===== src/rtl/pipe_ctrl.sv =====
// Pipeline hazard controller: tracks EXE/MEM/WB destination records, produces
// stall/flush/forward controls, and gates the core through a debug step FSM.
module pipe_ctrl #(
    parameter int ADDR_W = 5,
    parameter int STEP_W = 8,
    parameter int FWD_EN = 1
) (
    input  logic              clk,
    input  logic              rst,
    input  logic              debug_en,
    input  logic              debug_step,
    input  logic [STEP_W-1:0] debug_cnt,
    input  logic [ADDR_W-1:0] id_rs,
    input  logic [ADDR_W-1:0] id_rt,
    input  logic              id_rs_used,
    input  logic              id_rt_used,
    input  logic              id_wb_wen,
    input  logic [ADDR_W-1:0] id_wb_addr,
    input  logic              id_mem_ren,
    input  logic              exe_branch_taken,
    output logic              if_en,
    output logic              id_en,
    output logic              id_flush,
    output logic              exe_flush,
    output logic [1:0]        fwd_a,
    output logic [1:0]        fwd_b,
    output logic              stall,
    output logic              cpu_en,
    output logic              cpu_rst,
    output logic              step_busy
);

    typedef enum logic [1:0] {
        RUN_FREE = 2'd0,
        HALT     = 2'd1,
        STEP     = 2'd2
    } dbg_state_e;

    dbg_state_e        state_q, state_d;
    logic [STEP_W-1:0] cnt_q, cnt_d;
    logic              step_prev_q, step_prev_d;

    logic              exe_wen_q, exe_wen_d;
    logic [ADDR_W-1:0] exe_addr_q, exe_addr_d;
    logic              exe_mem_ren_q, exe_mem_ren_d;
    logic [ADDR_W-1:0] exe_rs_q, exe_rs_d;
    logic [ADDR_W-1:0] exe_rt_q, exe_rt_d;
    logic              exe_rs_used_q, exe_rs_used_d;
    logic              exe_rt_used_q, exe_rt_used_d;
    logic              mem_wen_q, mem_wen_d;
    logic [ADDR_W-1:0] mem_addr_q, mem_addr_d;
    logic              mem_mem_ren_q, mem_mem_ren_d;
    logic              wb_wen_q, wb_wen_d;
    logic [ADDR_W-1:0] wb_addr_q, wb_addr_d;
    logic              wb_mem_ren_q, wb_mem_ren_d;

    logic step_rise;
    logic exe_hit;
    logic mem_hit;
    logic hazard;

    // A write to $0 never creates a dependency.
    function automatic logic match(input logic wen, input logic [ADDR_W-1:0] addr,
                                   input logic [ADDR_W-1:0] src, input logic used);
        return wen && used && (addr == src) && (addr != '0);
    endfunction

    assign cpu_rst   = rst;
    assign cpu_en    = rst || (state_q != HALT);
    assign step_busy = !rst && (state_q == STEP);
    assign step_rise = debug_step && !step_prev_q;

    always_comb begin
        exe_hit = match(exe_wen_q, exe_addr_q, id_rs, id_rs_used) ||
                  match(exe_wen_q, exe_addr_q, id_rt, id_rt_used);
        mem_hit = match(mem_wen_q, mem_addr_q, id_rs, id_rs_used) ||
                  match(mem_wen_q, mem_addr_q, id_rt, id_rt_used);
        if (FWD_EN != 0) begin
            hazard = exe_mem_ren_q && exe_hit;
        end else begin
            hazard = exe_hit || mem_hit;
        end
    end

    always_comb begin
        if_en     = 1'b1;
        id_en     = 1'b1;
        id_flush  = 1'b0;
        exe_flush = 1'b0;
        stall     = 1'b0;
        fwd_a     = 2'b00;
        fwd_b     = 2'b00;
        if (!rst) begin
            stall = hazard && !exe_branch_taken;
            if (FWD_EN != 0) begin
                if (match(mem_wen_q, mem_addr_q, exe_rs_q, exe_rs_used_q) && !mem_mem_ren_q) begin
                    fwd_a = 2'b01;
                end else if (match(wb_wen_q, wb_addr_q, exe_rs_q, exe_rs_used_q)) begin
                    fwd_a = 2'b10;
                end
                if (match(mem_wen_q, mem_addr_q, exe_rt_q, exe_rt_used_q) && !mem_mem_ren_q) begin
                    fwd_b = 2'b01;
                end else if (match(wb_wen_q, wb_addr_q, exe_rt_q, exe_rt_used_q)) begin
                    fwd_b = 2'b10;
                end
            end
            if (!cpu_en) begin
                if_en = 1'b0;
                id_en = 1'b0;
            end else if (exe_branch_taken) begin
                id_flush  = 1'b1;
                exe_flush = 1'b1;
            end else if (hazard) begin
                if_en     = 1'b0;
                id_en     = 1'b0;
                exe_flush = 1'b1;
            end
        end
    end

    always_comb begin
        exe_wen_d     = exe_wen_q;
        exe_addr_d    = exe_addr_q;
        exe_mem_ren_d = exe_mem_ren_q;
        exe_rs_d      = exe_rs_q;
        exe_rt_d      = exe_rt_q;
        exe_rs_used_d = exe_rs_used_q;
        exe_rt_used_d = exe_rt_used_q;
        mem_wen_d     = mem_wen_q;
        mem_addr_d    = mem_addr_q;
        mem_mem_ren_d = mem_mem_ren_q;
        wb_wen_d      = wb_wen_q;
        wb_addr_d     = wb_addr_q;
        wb_mem_ren_d  = wb_mem_ren_q;
        if (cpu_en) begin
            if (exe_flush) begin
                exe_wen_d     = 1'b0;
                exe_addr_d    = '0;
                exe_mem_ren_d = 1'b0;
                exe_rs_d      = '0;
                exe_rt_d      = '0;
                exe_rs_used_d = 1'b0;
                exe_rt_used_d = 1'b0;
            end else begin
                exe_wen_d     = id_wb_wen;
                exe_addr_d    = id_wb_addr;
                exe_mem_ren_d = id_mem_ren;
                exe_rs_d      = id_rs;
                exe_rt_d      = id_rt;
                exe_rs_used_d = id_rs_used;
                exe_rt_used_d = id_rt_used;
            end
            mem_wen_d     = exe_wen_q;
            mem_addr_d    = exe_addr_q;
            mem_mem_ren_d = exe_mem_ren_q;
            wb_wen_d      = mem_wen_q;
            wb_addr_d     = mem_addr_q;
            wb_mem_ren_d  = mem_mem_ren_q;
        end
    end

    always_comb begin
        state_d     = state_q;
        cnt_d       = cnt_q;
        step_prev_d = debug_step;
        case (state_q)
            RUN_FREE: begin
                if (debug_en) state_d = HALT;
            end
            HALT: begin
                if (!debug_en) begin
                    state_d = RUN_FREE;
                end else if (step_rise) begin
                    state_d = STEP;
                    cnt_d   = (debug_cnt == '0) ? STEP_W'(1) : debug_cnt;
                end
            end
            STEP: begin
                if (!debug_en) begin
                    state_d = RUN_FREE;
                    cnt_d   = '0;
                end else begin
                    cnt_d = cnt_q - STEP_W'(1);
                    if (cnt_q == STEP_W'(1)) state_d = HALT;
                end
            end
            default: state_d = RUN_FREE;
        endcase
    end

    always_ff @(posedge clk) begin
        if (rst) begin
            state_q       <= RUN_FREE;
            cnt_q         <= '0;
            step_prev_q   <= 1'b0;
            exe_wen_q     <= 1'b0;
            exe_addr_q    <= '0;
            exe_mem_ren_q <= 1'b0;
            exe_rs_q      <= '0;
            exe_rt_q      <= '0;
            exe_rs_used_q <= 1'b0;
            exe_rt_used_q <= 1'b0;
            mem_wen_q     <= 1'b0;
            mem_addr_q    <= '0;
            mem_mem_ren_q <= 1'b0;
            wb_wen_q      <= 1'b0;
            wb_addr_q     <= '0;
            wb_mem_ren_q  <= 1'b0;
        end else begin
            state_q       <= state_d;
            cnt_q         <= cnt_d;
            step_prev_q   <= step_prev_d;
            exe_wen_q     <= exe_wen_d;
            exe_addr_q    <= exe_addr_d;
            exe_mem_ren_q <= exe_mem_ren_d;
            exe_rs_q      <= exe_rs_d;
            exe_rt_q      <= exe_rt_d;
            exe_rs_used_q <= exe_rs_used_d;
            exe_rt_used_q <= exe_rt_used_d;
            mem_wen_q     <= mem_wen_d;
            mem_addr_q    <= mem_addr_d;
            mem_mem_ren_q <= mem_mem_ren_d;
            wb_wen_q      <= wb_wen_d;
            wb_addr_q     <= wb_addr_d;
            wb_mem_ren_q  <= wb_mem_ren_d;
        end
    end

endmodule


===== config.mk =====
export PLATFORM = sky130hd
export DESIGN_NAME = pipe_ctrl
export DESIGN_NICKNAME = d
export VERILOG_FILES = /design/src/rtl/pipe_ctrl.sv
export SDC_FILE = /design/constraint.sdc
export NUM_CORES = 1
export LEC_CHECK = 0
export ABC_AREA = 0
export ABC_CLOCK_PERIOD_IN_PS = 3150
export CORE_MARGIN = 1.5
export CORE_UTILIZATION = 40
export DETAILED_ROUTE_END_ITERATION = 8
export PLACE_DENSITY_LB_ADDON = 0.2
export SLEW_MARGIN = 0
export SYNTH_ARGS = -nofsm -noshare
export SYNTH_HDL_FRONTEND = slang
export SYNTH_SLANG_ARGS = --single-unit
export TNS_END_PERCENT = 10

===== constraint.sdc =====
create_clock -name clk -period 3.15 [get_ports clk]
set_clock_uncertainty 0.2 [all_clocks]
set_input_delay 0.4725 -clock clk [delete_from_list [all_inputs] [get_ports clk]]
set_output_delay 0.4725 -clock clk [all_outputs]
set_load 0.01 [all_outputs]

==> insert_results.sql, run 1 <==
INSERT INTO impl_metrics (metric_group, metric, value, unit) VALUES
('critical_path', 'worst-endpoint-required', '2.48', 'ns'),
('min_path', 'hold_path.class', 'flip-flop to flip-flop', ''),
('finish', 'multi_input_comb_area', '1460', 'µm²'),
('global_routing', 'largest_net_degree_at_the_start_of_global_routing', '52', ''),
('synthesis', 'postSynth.asyncResetShare', '0', '%'),
('synthesis', 'netlist.top_cell.by_area', 'dfxtp_1', ''),
('clock_tree', 'path_clk_slew', '0.09', 'ns'),
('sta', 'clock.fmax', '327', 'MHz'),
('synthesis', 'number_of_flops_mapped_to_enable_cells_by_yosys', '0', ''),
('synthesis', 'ys.warnings.count', '0', ''),
('routing', 'route.met2.wl', '3.00', 'mm'),
('routing', 'drt-wirelength-per-cell', '15.9', 'µm'),
('finish', 'finish.net_count', '361', ''),
('critical_path', 'critPathArrivalTime', '2.38', 'ns'),
('critical_path', 'kind_of_end_point_of_the_critical_path', 'output port', ''),
('clock_tree', 'tritoncts', 'yes', ''),
('place', 'place.gp.congestion', '0.809', ''),
('routing', 'drt_iter0_markers', '124', ''),
('synthesis', 'yosys.area.top_type_share', '34.7', '%'),
('critical_path', 'crit_fanout', '5', ''),
('sta', 'report.final.setup_viol', '0', ''),
('die', 'die_area', '6680', 'µm²'),
('synthesis', 'synth_flop_cell', 'dfxtp_1', ''),
('die', 'initial_util', '41.6', '%'),
('routing', 'dr_total_vias', '2305', ''),
('run', 'number_of_max_capacitance_violations_reported', '0', ''),
('clock_tree', 'clock_sinks', '43', ''),
('clock_tree', 'tritoncts_buffers', '5', ''),
('routing', 'top_signal_layer_used', 'met4', ''),
('routing', 'drt-total-wl', '6.40', 'mm'),
('finish', 'seqCellArea', '861', 'µm²'),
('synthesis', 'synthesis.area', '2480', 'µm²'),
('routing', 'met3WireLength', '280', 'µm'),
('die', 'placeableCoreArea', '5960', 'µm²'),
('finish', 'final_cell_count_no_fill', '403', ''),
('sta', 'finalHoldViolCount', '0', ''),
('place', 'portBuffers', '43', ''),
('sta', 'finalWorstSetupSlack', '0.0939', 'ns'),
('synthesis', 'number_of_storage_elements_in_the_synthesis_netlist', '43', ''),
('sta', 'worst_slew_margin_rel', '43.2', '%'),
('sta', 'rsz0062_at_grt', 'yes', ''),
('clock_tree', 'cts_root_buffer', 'clkbuf_8', ''),
('die', 'io_pins', '44', ''),
('die', 'die_width', '81.7', 'µm'),
('synthesis', 'synthesis.instances', '287', ''),
('global_routing', 'antenna_found_initial', '0', ''),
('finish', 'final_core_util', '51.1', '%'),
('clock_tree', 'ctsLongestPathBuffers', '2', ''),
('synthesis', 'syn_area_per_cell', '8.64', 'µm²'),
('critical_path', 'critical_path.top_delay_family', 'simple AND/OR/NAND/NOR gates', ''),
('die', 'fp-row-count', '28', ''),
('pwr', 'power-per-cell-area', '402', 'nW/µm²'),
('global_routing', 'globalRoute.totalOverflow', '0', ''),
('critical_path', 'worst_setup_path_start_kind', 'flip-flop', ''),
('sta', 'post-route-period-util', '97.0', '%'),
('routing', 'drtAntennaViolNets', '0', ''),
('critical_path', 'crit_type', 'flip-flop to output port', ''),
('routing', 'detailedRoute.firstPassIterationCount', '4', ''),
('global_routing', 'globalRouteTotalUtil', '20.9', '%'),
('place', 'numPlacedInstances', '395', ''),
('clock_tree', 'hold_buffers', '0', ''),
('global_routing', 'first_global_vias', '2182', ''),
('critical_path', 'critical_path.max_stage_delay', '0.58', 'ns'),
('sta', 'tightest_slew', '0.849', 'ns'),
('synthesis', 'synth.area.top_cells', 'dfxtp_1, xnor2_1, a32oi_1', ''),
('finish', 'layout.filler_cells', '576', ''),
('finish', 'insertedDiodeCount', '0', ''),
('finish', 'area_delta_synth_final', '22.7', '%'),
('run_status', 'outcome', 'finished, final reports clean', ''),
('pwr', 'p_leak', '1.04', 'nW'),
('synthesis', 'postSynthNetCount', '321', '');
[cell families (layout without fill, tap and decap cells)]
logic type	after synthesis	in the layout	share of synthesized area, %
and+or+nand+nor	95	95	21.0
AOI/OAI and AO/OA	90	90	26.0
DFF	43	43	34.7
xor gates and xnor gates	30	30	10.6
buffers and inverters	27	68	6.66
adders and majority gates	2	2	1.01
[placed cells by master (no fill, tap or decap), types with 3 or more instances in the layout]
cell	n
dfxtp_1	43
clkdlybuf4s50_1	42
nand2_1	27
nor2b_1	25
o21ai_0	25
xnor2_1	22
a32oi_1	19
a22o_1	13
a21oi_1	11
buf_4	11
nor3_1	8
xor2_1	8
inv_1	6
nor4_1	6
nor2_1	6
nand4_1	5
clkbuf_8	5
nand3_1	4
a31oi_1	3
a211oi_1	3
a32o_1	3
[flip-flops by register name, indices dropped and copies added (netlist names), 2 cells and up]
register    count
cnt_q           8
exe_addr_q      5
exe_rs_q        5
exe_rt_q        5
mem_addr_q      5
wb_addr_q       5
state_q         2
[area by class of cell]
type / count / area share (%)
clock buffer: 6 / 2.39
clock inverter: 2 / 0.411
sequential: 43 / 28.3
timing repair buffer: 54 / 16.9
tap: 75 / 3.09
inverter: 6 / 0.740
multi-input combinational: 217 / 48.1
[worst register-to-register path, stage by stage, from the launching register on]
cell and delay [ns]:
dfxtp_1 0.36, nor2b_1 0.16, buf_4 0.17, a31oi_1 0.70
o21ai_0 0.21, a21oi_1 0.17
[per-layer routing]
metal | track usage (%) | vias up
li1 | - | 1131
met1 | 27.6 | 1101
met2 | 33.8 | 65
met3 | 4.44 | 8
met4 | 6.44 | 0
met5 | 0 | -
[timing repair]
| item | 4_1_cts | 5_1_grt |
|---|---|---|
| buffers inserted | 0 | 0 |
| endpoints found under the setup margin | 0 | 2 |
| resized for setup | 0 | 1 |
[cells in the mapped netlist (all sizes together), types with 4 or more instances]
| cell type | instances |
|---|---|
| dfxtp | 43 |
| o21ai | 29 |
| nand2 | 27 |
| nor2b | 26 |
| xnor2 | 22 |
| a32oi | 19 |
| a22o | 14 |
| a21oi | 12 |
| clkbuf | 11 |
| buf | 9 |
| nor3 | 8 |
| xor2 | 8 |
| nor2 | 7 |
| nor4 | 7 |
| inv | 6 |
| nand4 | 5 |
| nand3 | 4 |
[power by group]
group | switching, mW | internal [mW]
combinational | 0.114 | 0.131
clock | 0.196 | 0.155
sequential | 0.0489 | 0.578
[path summary, 6_finish.rpt]
kind	from	to	depth (start not counted)	slack [ns]
max	mem_addr_q[0]	fwd_a[1]	5	0.09
min	wb_wen_q	wb_wen_q	1	0.28
max reg2reg	state_q[0]	cnt_q[3]	5	1.11
min reg2reg	wb_wen_q	wb_wen_q	1	0.28
[metrics by stage]
step | area (µm²) | TNS, ns | power, mW | hold WS (ns)
floorplan | 2480 | 0 | 0.789 | 0.234
global placement | 2950 | 0 | 0.882 | 0.255
detailed placement | 2950 | 0 | 0.885 | 0.259
CTS | 3040 | 0 | 1.23 | 0.282
global route | 3040 | -0.0105 | 1.28 | 0.307
finish | 3040 | 0 | 1.22 | 0.281
Power figures use the tool's default switching activity.
==> inputs of run 2 (changes only) <==
--- a/config.mk
+++ b/config.mk
@@ -10,6 +10,7 @@
 export CORE_MARGIN = 1.5
 export CORE_UTILIZATION = 40
 export DETAILED_ROUTE_END_ITERATION = 8
+export GPL_ROUTABILITY_DRIVEN = 0
 export PLACE_DENSITY_LB_ADDON = 0.2
 export SLEW_MARGIN = 0
 export SYNTH_ARGS = -nofsm -noshare
==> results of run 2 <==
Same layout as run 1: the final DEF is identical, and so are final timing and power.
==> inputs of run 3 (changes only) <==
--- a/config.mk
+++ b/config.mk
@@ -7,6 +7,7 @@
 export LEC_CHECK = 0
 export ABC_AREA = 0
 export ABC_CLOCK_PERIOD_IN_PS = 3150
+export CAP_MARGIN = 40
 export CORE_MARGIN = 1.5
 export CORE_UTILIZATION = 40
 export DETAILED_ROUTE_END_ITERATION = 8
==> results of run 3 <==
Same layout as run 1: the final DEF is identical, and so are final timing and power.
